--- src/rtl/frame_value_sweeper.sv ---
// frame_value_sweeper: per-channel frame-divided value generator with limits, step size,
// four sweep modes, reload/enable control and step strobes.
module frame_value_sweeper #(
    parameter int NUM_CH = 2,
    parameter int VAL_W  = 16,
    parameter int DIV_W  = 20
) (
    input  logic                    clk,
    input  logic                    rst,
    input  logic                    newframe,
    input  logic [NUM_CH-1:0]       en,
    input  logic [NUM_CH-1:0]       load,
    input  logic [NUM_CH*DIV_W-1:0] cfg_div,
    input  logic [NUM_CH*VAL_W-1:0] cfg_min,
    input  logic [NUM_CH*VAL_W-1:0] cfg_max,
    input  logic [NUM_CH*VAL_W-1:0] cfg_step,
    input  logic [NUM_CH*2-1:0]     cfg_mode,
    output logic [NUM_CH*VAL_W-1:0] value,
    output logic [NUM_CH-1:0]       step_pulse,
    output logic [NUM_CH-1:0]       dir_down
);
    logic newframe_q, tick;

    // Resetting to 1 keeps a newframe held high through reset release from ticking.
    always_ff @(posedge clk or negedge rst)
        if (!rst) newframe_q <= 1'b1;
        else newframe_q <= newframe;

    assign tick = newframe & ~newframe_q;

    for (genvar c = 0; c < NUM_CH; c++) begin : g_ch
        logic [VAL_W-1:0] mn, mx, st, v, v_nxt;
        logic [DIV_W-1:0] dv, cnt;
        logic [1:0]       md;
        logic [VAL_W:0]   sum, lim;
        logic dd, dd_nxt, sp, invalid, out_of_range, down, up_ovf, dn_unf;

        assign mn           = cfg_min[c*VAL_W +: VAL_W];
        assign mx           = cfg_max[c*VAL_W +: VAL_W];
        assign st           = cfg_step[c*VAL_W +: VAL_W];
        assign dv           = cfg_div[c*DIV_W +: DIV_W];
        assign md           = cfg_mode[c*2 +: 2];
        assign sum          = {1'b0, v} + {1'b0, st};
        assign lim          = {1'b0, mn} + {1'b0, st};
        assign up_ovf       = sum > {1'b0, mx};
        assign dn_unf       = {1'b0, v} < lim;
        assign invalid      = mn > mx;
        assign out_of_range = v < mn || v > mx;
        assign down         = md == 2'd3 || (md == 2'd2 && dd);

        always_comb begin
            v_nxt  = v;
            dd_nxt = dd;
            if (invalid) v_nxt = mn;
            else if (st != '0) begin
                if (out_of_range) v_nxt = down ? mx : mn;
                else if (down) begin
                    v_nxt  = dn_unf ? (md == 2'd2 ? mn : mx) : v - st;
                    dd_nxt = md == 2'd2 ? ~dn_unf : dd;
                end else begin
                    v_nxt  = up_ovf ? (md == 2'd0 ? mn : mx) : sum[VAL_W-1:0];
                    dd_nxt = md == 2'd2 ? up_ovf : dd;
                end
            end
        end

        always_ff @(posedge clk or negedge rst)
            if (!rst) begin
                v   <= '0;
                cnt <= '0;
                dd  <= 1'b0;
                sp  <= 1'b0;
            end else if (load[c]) begin
                v   <= (md == 2'd3 && !invalid) ? mx : mn;
                cnt <= '0;
                dd  <= md == 2'd3;
                sp  <= 1'b0;
            end else begin
                sp <= 1'b0;
                if (en[c] && tick) begin
                    if (cnt != dv) cnt <= cnt + DIV_W'(1);
                    else begin
                        cnt <= '0;
                        v   <= v_nxt;
                        dd  <= dd_nxt;
                        sp  <= !invalid && v_nxt != v;
                    end
                end
            end

        assign value[c*VAL_W +: VAL_W] = v;
        assign step_pulse[c]           = sp;
        assign dir_down[c]             = dd;
    end
endmodule

--- config.mk ---
export PLATFORM = sky130hd
export DESIGN_NAME = frame_value_sweeper
export DESIGN_NICKNAME = d
export VERILOG_FILES = /design/src/rtl/frame_value_sweeper.sv
export SDC_FILE = /design/constraint.sdc
export NUM_CORES = 1
export LEC_CHECK = 0
export ABC_AREA = 1
export BUFFER_PORTS_ARGS = -buffer_cell sky130_fd_sc_hd__buf_2
export CORE_AREA = 3 3 183 185
export CTS_CLUSTER_SIZE = 16
export DETAILED_ROUTE_END_ITERATION = 7
export DIE_AREA = 0 0 186 188
export GPL_TIMING_DRIVEN = 0
export PLACE_DENSITY = 0.77
export SETUP_SLACK_MARGIN = 0.05
export SLEW_MARGIN = 40
export SYNTH_ARGS = -nofsm -noshare
export SYNTH_HDL_FRONTEND = slang
export SYNTH_SLANG_ARGS = --single-unit
export TNS_END_PERCENT = 30
--- constraint.sdc ---
create_clock -name clk -period 10.6 [get_ports clk]
set_clock_uncertainty 0.05 [all_clocks]
set_input_delay 1.06 -clock clk [delete_from_list [all_inputs] [get_ports clk]]
set_output_delay 1.06 -clock clk [all_outputs]
set_load 0.03 [all_outputs]
## Word-level counts from Yosys, hierarchy flattened

Index checks and enable logic that the tools add are counted.

- Bits in registers: 77
- Input port bits: 147
- Output and inout port bits: 36

- Add/subtract/negate cells: 8
- $lt $le $gt $ge: 10
- Equal/unequal tests: 14
- Multiplexer cells: 56
- Bitwise operators: 4
- Reduce and logical (&&, ||, !) cells: 28

Operator list:

| kind | number |
|---|---|
| 16-bit 2-to-1 mux | 26 |
| 20-bit 2-to-1 mux | 6 |
| 16-bit by 16-bit adder with 17-bit output | 4 |
| 16-bit > comparator | 4 |
| 20-bit by 1-bit adder with 20-bit output, second input constant | 2 |
| 20-bit != test | 2 |
| 17-bit by 16-bit > comparator with 1-bit output | 2 |
| 16-bit by 17-bit < comparator with 1-bit output | 2 |
| 16-bit < comparator | 2 |
| 16-bit != test | 2 |
| 16-bit nonzero test | 2 |
| 16-bit subtractor | 2 |
| 1-bit 2-to-1 mux | 24 |
| 2-bit != test, second input constant | 6 |
| 6-bit AND reduction | 2 |
| 2-bit nonzero test | 6 |
| 2-bit == test, second input constant | 4 |
| 1-bit logical AND | 8 |
| 2-bit logical NOT | 2 |
| 1-bit logical OR | 4 |
| 2-bit AND reduction | 2 |
| 1-bit inverter | 3 |
| 1-bit logical NOT | 2 |
| 1-bit bitwise AND | 1 |

## Depth between registers and ports, before layout

- Depth after elaboration: 12
- Gate-level depth with buffers: 38
- Depth with buffers taken out: 36

## Worst setup path after synthesis

OpenSTA, ideal clock, no wires.

- Path kind: input-to-reg
- Start point: in cfg_min[4]
- End point: reg g_ch[0].sp
- Library setup time: 116 ps
- Arrival time: 4648 ps
- Required time: 10434 ps
- Setup slack: 5786 ps
- Cell stages on the path: 34
- Path through: ha_1 > inv_1 > nor3_1 > nand2_1 > o211ai_1 > a21oi_1 > o21bai_1 > a21oi_1 > o21bai_1 > a21oi_1 > o21bai_1 > nand2_1 > nand2_1 > a21oi_1 > xor2_1 > ha_1 > nand3_2 > nor2_4 > nand4_2 > nand3_4 > buf_4 > nand2_1 > nand3_1 > nand3_1 > nand2_1 > nand2_1 > o21ai_1 > nand2_1 > nand2_1 > nand2_1 > nor2_1 > nand2_1 > nor2_1 > nor2_1

- Cells in the longest elaborated chain, start to end: 12
- Elaborated cells on any way between the ends: 20
- Classes of those cells: add/sub (1); order compare (3); eq/ne (1); mux (12); reduce/logical (3)

RTL lines:

| item | RTL line | RTL |
|---|---|---|
| start, declared | 14 | `input logic [NUM_CH*VAL_W-1:0] cfg_min,` |
| 16-bit by 16-bit adder with 17-bit output | 44 | `assign lim = {1'b0, mn} + {1'b0, st};` |
| 16-bit by 17-bit < comparator with 1-bit output | 46 | `assign dn_unf = {1'b0, v} < lim;` |
| 16-bit 2-to-1 mux | 58 | `v_nxt = dn_unf ? (md == 2'd2 ? mn : mx) : v - st;` |
| 16-bit 2-to-1 mux | 57 | `else if (down) begin` |
| 16-bit 2-to-1 mux | 56 | `if (out_of_range) v_nxt = down ? mx : mn;` |
| 16-bit 2-to-1 mux | 55 | `else if (st != '0) begin` |
| 16-bit 2-to-1 mux | 54 | `if (invalid) v_nxt = mn;` |
| 16-bit != test | 86 | `sp <= !invalid && v_nxt != v;` |
| 1-bit logical AND * | 86 |  |
| 1-bit 2-to-1 mux * | 81 | `if (cnt != dv) cnt <= cnt + DIV_W'(1);` |
| 1-bit 2-to-1 mux * | 80 | `if (en[c] && tick) begin` |
| 1-bit 2-to-1 mux * | 73 | `end else if (load[c]) begin` |
| end signal, assigned | 86 |  |
| end, declared | 36 | `logic dd, dd_nxt, sp, invalid, out_of_range, down, up_ovf, dn_unf;` |

Every way passes the cells marked *; elsewhere a longest branch is shown, timed or not.
A chain may end at the register's enable or synchronous reset.

## Worst setup path in the final report

- Start point: in cfg_min[5]
- End point: reg g_ch[0].sp

Same word-level chain as after synthesis.

==> metrics.csv <==
stage,metric,value,unit
floorplan,dieHeight,188,um
timing,slew_headroom,48.00,%
critical_path,crit_family,simple AND/OR/NAND/NOR gates,
outcome,status,finished clean,
grt,grt_max_degree,55,
critical_path,cp.required,10790,ps
timing,clock.fmax,0.1745,GHz
yosys,async_flop_share,100.0,%
clock_tree,cts.htree.levels,3,
power,peakVddDrop,0.08623,mV
grt,grt_overflow,0,
timing,rsz0062_at_grt,false,
critical_path,end_kind,flop,
yosys,synth_edf_count,0,
yosys,syn_nets,3114,
yosys,synthTopCellsByArea,"ha_1 19%, nand2_1 17%, dfrtp_1 12%",
yosys,yosys.area.top_type,ha_1,
yosys,synth_flop_cell,dfrtp_1,
yosys,yosysWarnings,0,
critical_path,timing.critical_path.buf_inv,2,
grt,met1_usage,45.08,%
yosys,synth_top_family_by_area,simple AND/OR/NAND/NOR gates,
route,dr.pass1.iters,6,
critical_path,critPathCapture,g_ch[0].sp,
critical_path,crit_type,in -> reg,
yosys,synthXorXnorAreaFrac,5.155,%
critical_path,path_max_fanout,10,
floorplan,dieWidth,186,um
floorplan,core,32210,um^2
place,hpwl,52080,um
grt,antenna_found_initial,1,
route,avgRoutedWirePerCell,19.37,um
route,drt_iter0_drc,1892,
job,maxCapViolCount,0,
grt,grtUsageMet3,5.820,%
route,wirelength,64220,um
yosys,netlist_top_cells_count,"725 x nand2_1, 293 x inv_1, 252 x ha_1",
critical_path,crit_cells,35,
yosys,synth_fa_ha_area_share,19.86,%
critical_path,reg2reg_to,g_ch[1].sp,
worst_hold_path,hold_path.class,reg -> reg,
yosys,muxShareOfSynthArea,0,%
floorplan,dieArea,34970,um^2
power,power.leakage,9.463,nW
critical_path,ff2ff_setup_slack,5170,ps
timing,fin_crit_sh,54.06,%
grt,grtUsageTotal,35.53,%
worst_hold_path,whs_path_depth,2,
layout,finalNetCount,3307,
layout,utilization,56.55,%
yosys,synth_compound_area_share,19.28,%
clock_tree,post_cts_buffers,0,
timing,period_minus_slack,5731,ps
route,vias_per_cell,5.976,
clock_tree,clk_latency,350,ps
clock_tree,path_clk_slew,60,ps
layout,area_growth,10.52,%
clock_tree,cts.sinks,77,
timing,slew_violations,0,
yosys,yosysTopAreaCellShare,19.13,%
critical_path,startpoint_type,input pin,
clock_tree,root_buffer,clkbuf_16,
power,finalPower,2.449,mW
layout,final_cell_area,18210,um^2
critical_path,reg2regPathDepth,31,
place,placed_cell_area,17940,um^2
route,vias,19820,
yosys,synth-simple-area-share,34.39,%
timing,setup_tns,0,ps
floorplan,start_util,51.17,%
layout,stdcell_count,3316,
timing,tightestPinTransition,760.3,ps
critical_path,cp-startpoint,cfg_min[5],
route,antenna_left,0,
critical_path,r2r-start,g_ch[1].v[6],
critical_path,crit_arrival,5920,ps
floorplan,num_rows,66,
yosys,syn_avg_cell_area,6.083,um^2
clock_tree,hold_buffers,0,
clock_tree,cts_tree,done,
yosys,yosysSeqAreaShare,11.70,%
critical_path,crit_slowest_cell,ha_1,
critical_path,cp_common_cell,nand2_1,
timing,final-hold-violation-count,0,
clock_tree,numCtsBuffers,9,
grt,grt_busiest_layer,met2,
place,port_buffers,181,
layout,drive_gt1_share,10.15,%
layout,n_fill_cell,3272,
place,gp_congestion,1.023,
yosys,syn_area,16480,um^2
power,power_density,134.5,nW/um^2
grt,met2_usage,58.00,%
yosys,synth.most_common_cell,nand2_1,
route,drc,0,
place,dp.cells,3299,
floorplan,ioPinCount,183,
clock_tree,cts_resized,0,
grt,grt_pass1_vias,18530,
yosys,synth_cell_types,58,
clock_tree,clock_path_buffers,2,
yosys,syn_inst,2709,
grt,grt_pass1_wl,98530,um
critical_path,slowest_delay,400,ps
yosys,ys_ff_latch,77,
timing,setup_violations,0,
[state kept, by name (all words and copies together) (netlist names)]
signal      count
g_ch.cnt       40
g_ch.v         32
newframe_q      1
g_ch.sp         2
g_ch.dd         2
[logic make-up after synthesis]
group / after synthesis
compound gates: 563
flops: 77
simple gates: 1313
fa+ha+maj: 258
buf+inv: 401
xor+xnor: 97
[metal layers]
layer,vias to the layer above,wire length (um)
li1,9501,-
met1,9025,25430
met2,1061,28900
met3,228,6047
met4,0,3832
met5,-,0
[cell usage in the layout (no fill, tap or decap), types with 5 or more instances in the layout]
cell type  synthesis  final
a211oi_1           9      9
a21o_1            11     11
a21oi_1          246    246
a31oi_1           32     32
buf_2             17    197
buf_4              7      7
buf_6              4      5
clkbuf_1          60     61
clkbuf_16          0      9
dfrtp_1           76     76
fa_1               6      6
ha_1             252    252
inv_1            293    293
inv_2             13     13
nand2_1          725    725
nand2_2            9      9
nand3_1          232    232
nand4_1           55     55
nor2_1           188    188
nor3_1            47     47
nor3b_1            7      7
nor4_1            10      8
o211ai_1          23     23
o21a_1            12     12
o21ai_0          183    183
o21ai_1            5      5
o21bai_1          16     16
or2_2             19     19
xnor2_1           24     24
xor2_1            73     73
[worst min path at each step]
| stage | start | end | slack [ps] |
|---|---|---|---|
| floorplan | g_ch[0].dd | g_ch[0].dd | 450 |
| global placement | g_ch[1].cnt[14] | g_ch[1].cnt[14] | 470 |
| detailed placement | g_ch[1].cnt[14] | g_ch[1].cnt[14] | 470 |
| CTS | g_ch[1].cnt[14] | g_ch[1].cnt[14] | 480 |
| global route | rst | g_ch[0].v[5] | 510 |
| finish | g_ch[1].cnt[14] | g_ch[1].cnt[14] | 480 |
[power breakdown]
part           switching [mW]  internal [mW]  leakage [nW]
sequential              0.104          0.319         0.992
clock                   0.129          0.158         0.129
combinational            1.15          0.591          8.34
[worst min-delay path: cells and delay by family (launching register included)]
family / cells / cell delay [ps]
simple gates: 1 / 60
compound gates: 1 / 50
flops: 1 / 370
[per-stage QoR]
stage | setup slack, ps | hold slack [ps]
floorplan | 5786 | 447.5
global placement | 4711 | 469.7
detailed placement | 4582 | 473.1
CTS | 4927 | 483.4
global route | 4529 | 514.1
finish | 4869 | 482.6
[cell type report]
class | count | area (um^2) | share of cell area, %
Sequential cell | 77 | 1928 | 10.59
Clock inverter | 6 | 38.79 | 0.2130
Tap cell | 408 | 510.5 | 2.803
Inverter | 309 | 1161 | 6.375
Timing Repair Buffer | 182 | 939.7 | 5.159
Antenna cell | 1 | 2.502 | 0.01374
Clock buffer | 10 | 229.0 | 1.257
Multi-Input combinational cell | 2231 | 12980 | 71.27
Buffer | 92 | 422.9 | 2.322
Note: power is estimated with default switching activity, not from simulation.
